**config.mk**
```make
export PLATFORM = sky130hd
export DESIGN_NAME = id_fetch_recv
export DESIGN_NICKNAME = d
export VERILOG_FILES = /design/src/rtl/id_fetch_recv.sv
export SDC_FILE = /design/constraint.sdc
export NUM_CORES = 1
export LEC_CHECK = 0
export ABC_AREA = 1
export ABC_CLOCK_PERIOD_IN_PS = 3100
export BUFFER_PORTS_ARGS = -buffer_cell sky130_fd_sc_hd__buf_2
export CORE_MARGIN = 1
export CORE_UTILIZATION = 30
export DETAILED_ROUTE_END_ITERATION = 8
export PLACE_DENSITY_LB_ADDON = 0.2
export SYNTH_ARGS = -nofsm -noshare
export SYNTH_HDL_FRONTEND = slang
export SYNTH_SLANG_ARGS = --single-unit
```
**constraint.sdc**
```tcl
create_clock -name clk -period 3.1 [get_ports clk]
set_clock_uncertainty 0.05 [all_clocks]
set_input_delay 0.155 -clock clk [delete_from_list [all_inputs] [get_ports clk]]
set_output_delay 0.155 -clock clk [all_outputs]
set_load 0.03 [all_outputs]
```
**src/rtl/id_fetch_recv.sv**
```systemverilog
// id_fetch_recv: decode-side receiver of the fetch-to-decode interface.
// Latches {pc,inst} beats under a valid/ready handshake and resolves b/bl/jirl/beq/bne
// in decode. The redirect goes back to fetch on br_bus. The wrong-path beat accepted
// alongside a taken branch is cancelled.
// Optional feature: define ID_BR_CMP_EXT_EN to also resolve blt/bge/bltu/bgeu.
// Without the macro those four opcodes are passed to execute as ordinary instructions.
module id_fetch_recv #(
  parameter bit DROP_FIRST = 1'b1  // discard the first beat accepted after reset release
) (
  input  logic        clk,
  input  logic        resetn,
  input  logic        IF_Valid,
  input  logic [63:0] IF_to_ID_Bus,
  output logic        ID_Unit_Ready,
  output logic [32:0] br_bus,
  input  logic        EX_Allowin,
  output logic        ID_to_EX_Valid,
  output logic [63:0] ID_to_EX_Bus,
  output logic [4:0]  rf_raddr1,
  output logic [4:0]  rf_raddr2,
  input  logic [31:0] rf_rdata1,
  input  logic [31:0] rf_rdata2
);

  localparam logic [5:0] OP_JIRL = 6'b010011;
  localparam logic [5:0] OP_B    = 6'b010100;
  localparam logic [5:0] OP_BL   = 6'b010101;
  localparam logic [5:0] OP_BEQ  = 6'b010110;
  localparam logic [5:0] OP_BNE  = 6'b010111;
`ifdef ID_BR_CMP_EXT_EN
  localparam logic [5:0] OP_BLT  = 6'b011000;
  localparam logic [5:0] OP_BGE  = 6'b011001;
  localparam logic [5:0] OP_BLTU = 6'b011010;
  localparam logic [5:0] OP_BGEU = 6'b011011;
`endif

  logic        id_valid;
  logic        skip_first;
  logic [31:0] id_pc;
  logic [31:0] id_inst;

  logic        accept;
  logic        is_taken;
  logic        br_taken;
  logic [31:0] target;
  logic [31:0] br_target;
  logic [31:0] seq_pc;
  logic [5:0]  op;
  logic [15:0] offs16;
  logic [25:0] offs26;
  logic [31:0] offs16_ext;
  logic [31:0] offs26_ext;

  // Decode never stalls on its own (ready_go is constant 1), so readiness only
  // depends on whether the held instruction can leave this cycle.
  assign ID_Unit_Ready  = ~id_valid | EX_Allowin;
  assign accept         = ID_Unit_Ready & IF_Valid;
  assign ID_to_EX_Valid = id_valid;
  assign ID_to_EX_Bus   = {id_pc, id_inst};
  assign rf_raddr1      = id_inst[9:5];
  assign rf_raddr2      = id_inst[4:0];

  assign op         = id_inst[31:26];
  assign offs16     = id_inst[25:10];
  assign offs26     = {id_inst[9:0], id_inst[25:10]};
  assign offs16_ext = {{14{offs16[15]}}, offs16, 2'b00};
  assign offs26_ext = {{4{offs26[25]}}, offs26, 2'b00};
  assign seq_pc     = id_pc + 32'd4;

  // Branch resolution: decide taken and compute the redirect target of the held instruction.
  always_comb begin
    // NOTE: every output of this block gets a default first so no path leaves it unassigned (no latch).
    is_taken = 1'b0;
    target   = id_pc + offs16_ext;
    case (op)
      OP_B, OP_BL: begin
        is_taken = 1'b1;
        target   = id_pc + offs26_ext;
      end
      OP_JIRL: begin
        is_taken = 1'b1;
        target   = rf_rdata1 + offs16_ext;
      end
      OP_BEQ:  is_taken = (rf_rdata1 == rf_rdata2);
      OP_BNE:  is_taken = (rf_rdata1 != rf_rdata2);
`ifdef ID_BR_CMP_EXT_EN
      OP_BLT:  is_taken = ($signed(rf_rdata1) <  $signed(rf_rdata2));
      OP_BGE:  is_taken = ($signed(rf_rdata1) >= $signed(rf_rdata2));
      OP_BLTU: is_taken = (rf_rdata1 <  rf_rdata2);
      OP_BGEU: is_taken = (rf_rdata1 >= rf_rdata2);
`endif
      default: ;
    endcase
  end

  // The redirect fires only on the handoff cycle. With no live instruction the whole bus
  // reads zero, and because id_valid clears asynchronously a reset kills any redirect at once.
  assign br_taken  = id_valid & is_taken & EX_Allowin;
  assign br_target = id_valid ? (br_taken ? target : seq_pc) : 32'd0;
  assign br_bus    = {br_taken, br_target};

  // Pipeline register: load on accept. Cancel the first beat after reset and the
  // wrong-path beat fetched in the same cycle a branch redirects. Hold while execute stalls.
  always_ff @(posedge clk or negedge resetn) begin
    if (!resetn) begin
      // NOTE: sequential state uses non-blocking assignments so every register samples pre-edge values.
      id_valid   <= 1'b0;
      skip_first <= DROP_FIRST;
      id_pc      <= 32'd0;
      id_inst    <= 32'd0;
    end else if (ID_Unit_Ready) begin
      if (accept) begin
        id_pc      <= IF_to_ID_Bus[63:32];
        id_inst    <= IF_to_ID_Bus[31:0];
        id_valid   <= ~(skip_first | br_taken);
        skip_first <= 1'b0;
      end else begin
        id_valid   <= 1'b0;
      end
    end
  end

endmodule

```
# ---- Word level (Yosys, flattened, before mapping)
# Cells that the tools add are included.
dict set report totals {
  input_bits 132
  out_inout_bits 109
  reg_bits 66
}
dict set report classes {
  n_eq_ne 7
  add_sub_neg 4
  bitwise_logic 7
  mux 5
  reduce_logical 3
}
# op count
set op_table {}
lappend op_table {{$add 32x32->32} 3}
lappend op_table {{$mux 32} 2}
lappend op_table {{$pmux 32 s2} 1}
lappend op_table {{$add 32x3->32 const B} 1}
lappend op_table {{$eq 32x32->1} 1}
lappend op_table {{$ne 32x32->1} 1}
lappend op_table {{$eq 6x5->1 const B} 5}
lappend op_table {{$and 1x1->1} 3}
lappend op_table {{$pmux 1 s3} 1}
lappend op_table {{$reduce_or 3->1} 1}
lappend op_table {{$not 1->1} 2}
lappend op_table {{$or 1x1->1} 2}
lappend op_table {{$reduce_and 2->1} 1}
lappend op_table {{$reduce_or 2->1} 1}
lappend op_table {{$mux 1} 1}

# ---- Longest topological paths before layout
dict set report depth {
  word_depth 8
  depth_mapped 24
  ltp_nobuf 22
}

# ---- Worst setup path after synthesis
# No wires, ideal clock.
dict set report synth_timing {
  path_type {reg2out}
  startpoint {reg id_inst[27]}
  endpoint {out br_bus[30]}
  t_arrival_ns 3.305
  path_buffers 2
  stages_incl_launch_ff 19
  slack_ns -0.410
  path_cell_list {dfrtp_1 -> nand2_1 -> nand3b_4 -> inv_2 -> buf_2 -> clkbuf_1 -> o21ai_0 -> fa_1 -> nand3_1 -> nand3_1 -> nand3_1 -> nand2_1 -> nand2_1 -> nand2_1 -> nand3_1 -> nand2_1 -> nand2_1 -> nand3_1 -> a21oi_1}
}
dict set report synth_via {
  elab_chain_len 7
  word_cells_on_any_way 13
  classes_between {eq/ne (5); mux (4); bitwise (2); reduce/logical (2)}
}
# item line_no
set synth_rtl {}
lappend synth_rtl {{start, declared} 40} ;# logic [31:0] id_inst;
lappend synth_rtl {{start signal, assigned} 114} ;# id_inst <= IF_to_ID_Bus[31:0];
lappend synth_rtl {{$eq 6x5->1} 75} ;# case (op)
lappend synth_rtl {{$reduce_or 3->1 (no source line)} n/a}
lappend synth_rtl {{$pmux 1 s3} 75}
lappend synth_rtl {{$and 1x1->1 (2 in series)} 98} ;# assign br_taken = id_valid & is_taken & EX_Allowin;
lappend synth_rtl {{$mux 32 (*) (2 in series)} 99} ;# assign br_target = id_valid ? (br_taken ? target : seq_pc) : 32'd0;
lappend synth_rtl {{end, declared} 15} ;# output logic [32:0] br_bus,
# Mark *: on every way between the ends. The rest lies on a longest branch, timed or not.

# ---- Worst setup path in the final report
dict set report layout_timing {
  startpoint {reg id_inst[31]}
  endpoint {out br_bus[30]}
}
# The elaborated chain is that of the path after synthesis.

==> impl_metrics.toml <==
[global_routing]
grt_pass1_wl_um = 64720
grt_max_degree = 67
grt_antenna_before_repair = 0
grt_pass1_vias = 11220
grt-ovfl-total = 0
grt_util_all_layers = 0.2778

[synth]
synth_area_um2 = 9244
yosysWarnings = 0
synth_edf_count = 0
syn_nets = 1871
async_flop_share = 1.000
postSynthAreaPerCell_um2 = 5.529
yosysTopAreaCellShare = 0.2822
synth_cells = 1672
yosysMostFrequentCell = "nand2_1"
ys_seq_elements = 66
synth_cell_types = 44
yosysTopAreaCell = "nand2_1"
yosys-top-cells-area = "nand2_1 (28%), dfrtp_1 (18%), inv_1 (9.4%)"
synthTopCellsByCount = "nand2_1 (695), inv_1 (231), nor2_1 (153)"
synth_ff_type = "dfrtp_1"
synth_seq_area_share = 0.1788

[placement]
globalplace.congestion = 0.9676
hpwl_um = 35890
numPlacedInstances = 2369
port_buffers = 240

[floorplan]
fp.dieH_um = 177.5
initial_core_util = 0.3086
core_area_um2 = 29950
io_pins = 241
rows = 63
die-area_um2 = 31520
die_w_um = 177.5

[worst_setup_path]
worstPathArrival_ns = 3.24
startpoint = "id_inst[31]"
critPathCaptureType = "output port"
r2r_end = "ID_to_EX_Valid"
reg2regPathDepth = 12
reg2reg_slack_ns = 0.78
cp_max_fo = 15
reg2reg_from = "id_inst[26]"
crit_end = "br_bus[30]"
worst-setup-path-type = "flip-flop to output port"
cp-start-kind = "flip-flop"
worstPathRequired_ns = 2.89

[sta]
final_max_slew_viol_count = 0
hold_viol = 0
fin_ws_ns = -0.3445
post-route-min-period_ns = 3.444
rsz0062_at_grt = "yes"
setup_violations = 26
period_share = 1.111
maxSlewHeadroom = 0.3938
worst_pin_slew_ns = 0.9093
fmax_mhz = 290.3

[detailed_routing]
dr.first_iter.drc_count = 859
drt_pass1_iterations = 7
wl_um = 44420
vias_per_cell = 4.873
route.vias.total = 12040
drc_errors = 0
routedWlPerCell_um = 17.98
ant_nets = 0

[cells_and_area]
antenna_cells = 0
syn_to_final_growth_pct = 49.76
final_nets = 2275
drive_gt1_frac = 0.2970
fin_cells = 2471
utilization = 0.4622

[pwr]
power.density_nw_per_um2 = 515.3
pwr-share-comb = 0.664
seqPwrFrac = 0.171
p_sw_uw = 3579
p_int_uw = 3555
sw_frac_of_total = 0.5017
power.leakage_uw = 0.007473
clockPowerShare = 0.166
ir_drop_mv = 0.2605

[run]
drv_cap = 0

[clocking]
worstSkewPairLatency_ns = 0.34
root_buffer = "clkbuf_16"
cts_tree = "done"
htree_levels = 3
cts_inserted_buffers = 9
clk_pin_slew_worst_paths_ns = 0.07
clock_sinks = 66
clk_path_buf_depth = 2

[run_status]
status = "complete, but fails checks"
violations = "negative setup slack"

[worst_hold_path]
min_path_type = "input pin to flip-flop"
[logic make-up after synthesis]
group | Yosys count | share of synthesized area
AND/OR/NAND/NOR | 1030 | 0.4603
XOR/XNOR | 44 | 0.04169
adder cells (fa/ha/maj) | 67 | 0.09231
buffers and inverters | 280 | 0.1206
AO/OA/AOI/OAI | 184 | 0.1052
flip-flops | 66 | 0.1788
multiplexers | 1 | 0.001083
[sequential cells by signal, summed over array words and instances, names as in the netlist]
| signal | cells |
|---|---|
| id_inst | 32 |
| id_pc | 32 |
| ID_to_EX_Valid | 1 |
| skip_first | 1 |
[cells in the final DEF (no fill, tap or decap), types with 15 or more instances in the layout]
cell type / count
dlygate4sd3_1: 61
nor2_2: 29
nor2_1: 115
buf_2: 212
inv_1: 217
dfrtp_1: 60
nand4_1: 17
a21oi_1: 43
nor3_1: 22
nand3_2: 15
a21oi_2: 20
o21ai_0: 75
nand2_1: 631
ha_1: 53
buf_4: 119
nand3_1: 83
inv_2: 18
buf_6: 38
nand2_2: 56
xnor2_1: 33
[layout make-up]
cell class              instances  area [µm²]
clock buffers                  10       239.0
clock inverters                 6       88.84
fillers                      3224       16110
inverters                     236       893.4
multi-input cells            1326        7327
flip-flops and latches         66        1659
well taps                     390       488.0
repair buffers                437        3148
[per-layer routing]
layer  wire, µm  track usage  share of wire
met5          0            0              0
met4       2214       0.1364          0.050
met3       2663      0.04542          0.060
met2      19840       0.4502           0.45
met1      19710       0.3558           0.44
[metrics by stage]
stage / setup WS (ns) / hold slack (ns) / TNS [ns] / area [µm²] / total power, µW
6_report: -0.3445 / 0.005168 / -6.428 / 13840 / 7134
5_1_grt: -0.5184 / 0.02006 / -10.74 / 13840 / 7613
4_1_cts: -0.3403 / 0.0007173 / -6.540 / 13330 / 6808
3_5_place_dp: -0.3183 / 0.2812 / -2.752 / 11630 / 5181
3_3_place_gp: -0.2549 / 0.2921 / -1.892 / 11630 / 5163
2_1_floorplan: 0.01810 / -0.1906 / 0 / 9311 / 3648
[timing repair]
item / 4_1_cts / 5_1_grt
setup endpoints to repair: 30 / 29
cloned: 2 / 0
hold buffers: 61 / 0
resized for setup: 195 / 109
buffers inserted: 14 / 11
endpoints found under the hold margin: 125 / 0
pin swaps: 66 / 55
[worst max-delay path: stages, from the launching register on]
cell       delay, ns
dfrtp_2         0.42
nor2_4          0.14
nand3b_4        0.13
inv_8           0.10
bufbuf_16       0.28
nand2_1         0.06
o21ai_0         0.08
ha_1            0.31
a21oi_2         0.20
o21bai_1        0.16
a21oi_2         0.21
inv_1           0.08
a21oi_2         0.14
nand2_1         0.07
nand2_1         0.07
nand3_2         0.10
a21oi_4         0.16
buf_6           0.15
[worst min-delay path by stage]
stage | start | to | slack (ns) | depth (start not counted)
floorplan | resetn | ID_to_EX_Valid | -0.19 | 0
global placement | resetn | id_inst[17] | 0.29 | 1
detailed placement | resetn | id_inst[17] | 0.28 | 1
CTS | IF_to_ID_Bus[40] | id_pc[8] | 0.0007 | 3
global route | IF_to_ID_Bus[38] | id_pc[6] | 0.02 | 3
finish | IF_to_ID_Bus[41] | id_pc[9] | 0.005 | 3
[power groups by stage]
| stage | Combinational (µW) | Sequential, µW | Clock [µW] |
|---|---|---|---|
| global route | 5160 | 1230 | 1220 |
| detailed placement | 3960 | 1220 | 0 |
| CTS | 4400 | 1210 | 1200 |
| global placement | 3940 | 1220 | 0 |
| floorplan | 2250 | 1400 | 0 |
| finish | 4730 | 1220 | 1180 |
Note: power is estimated with default switching activity, not from simulation.
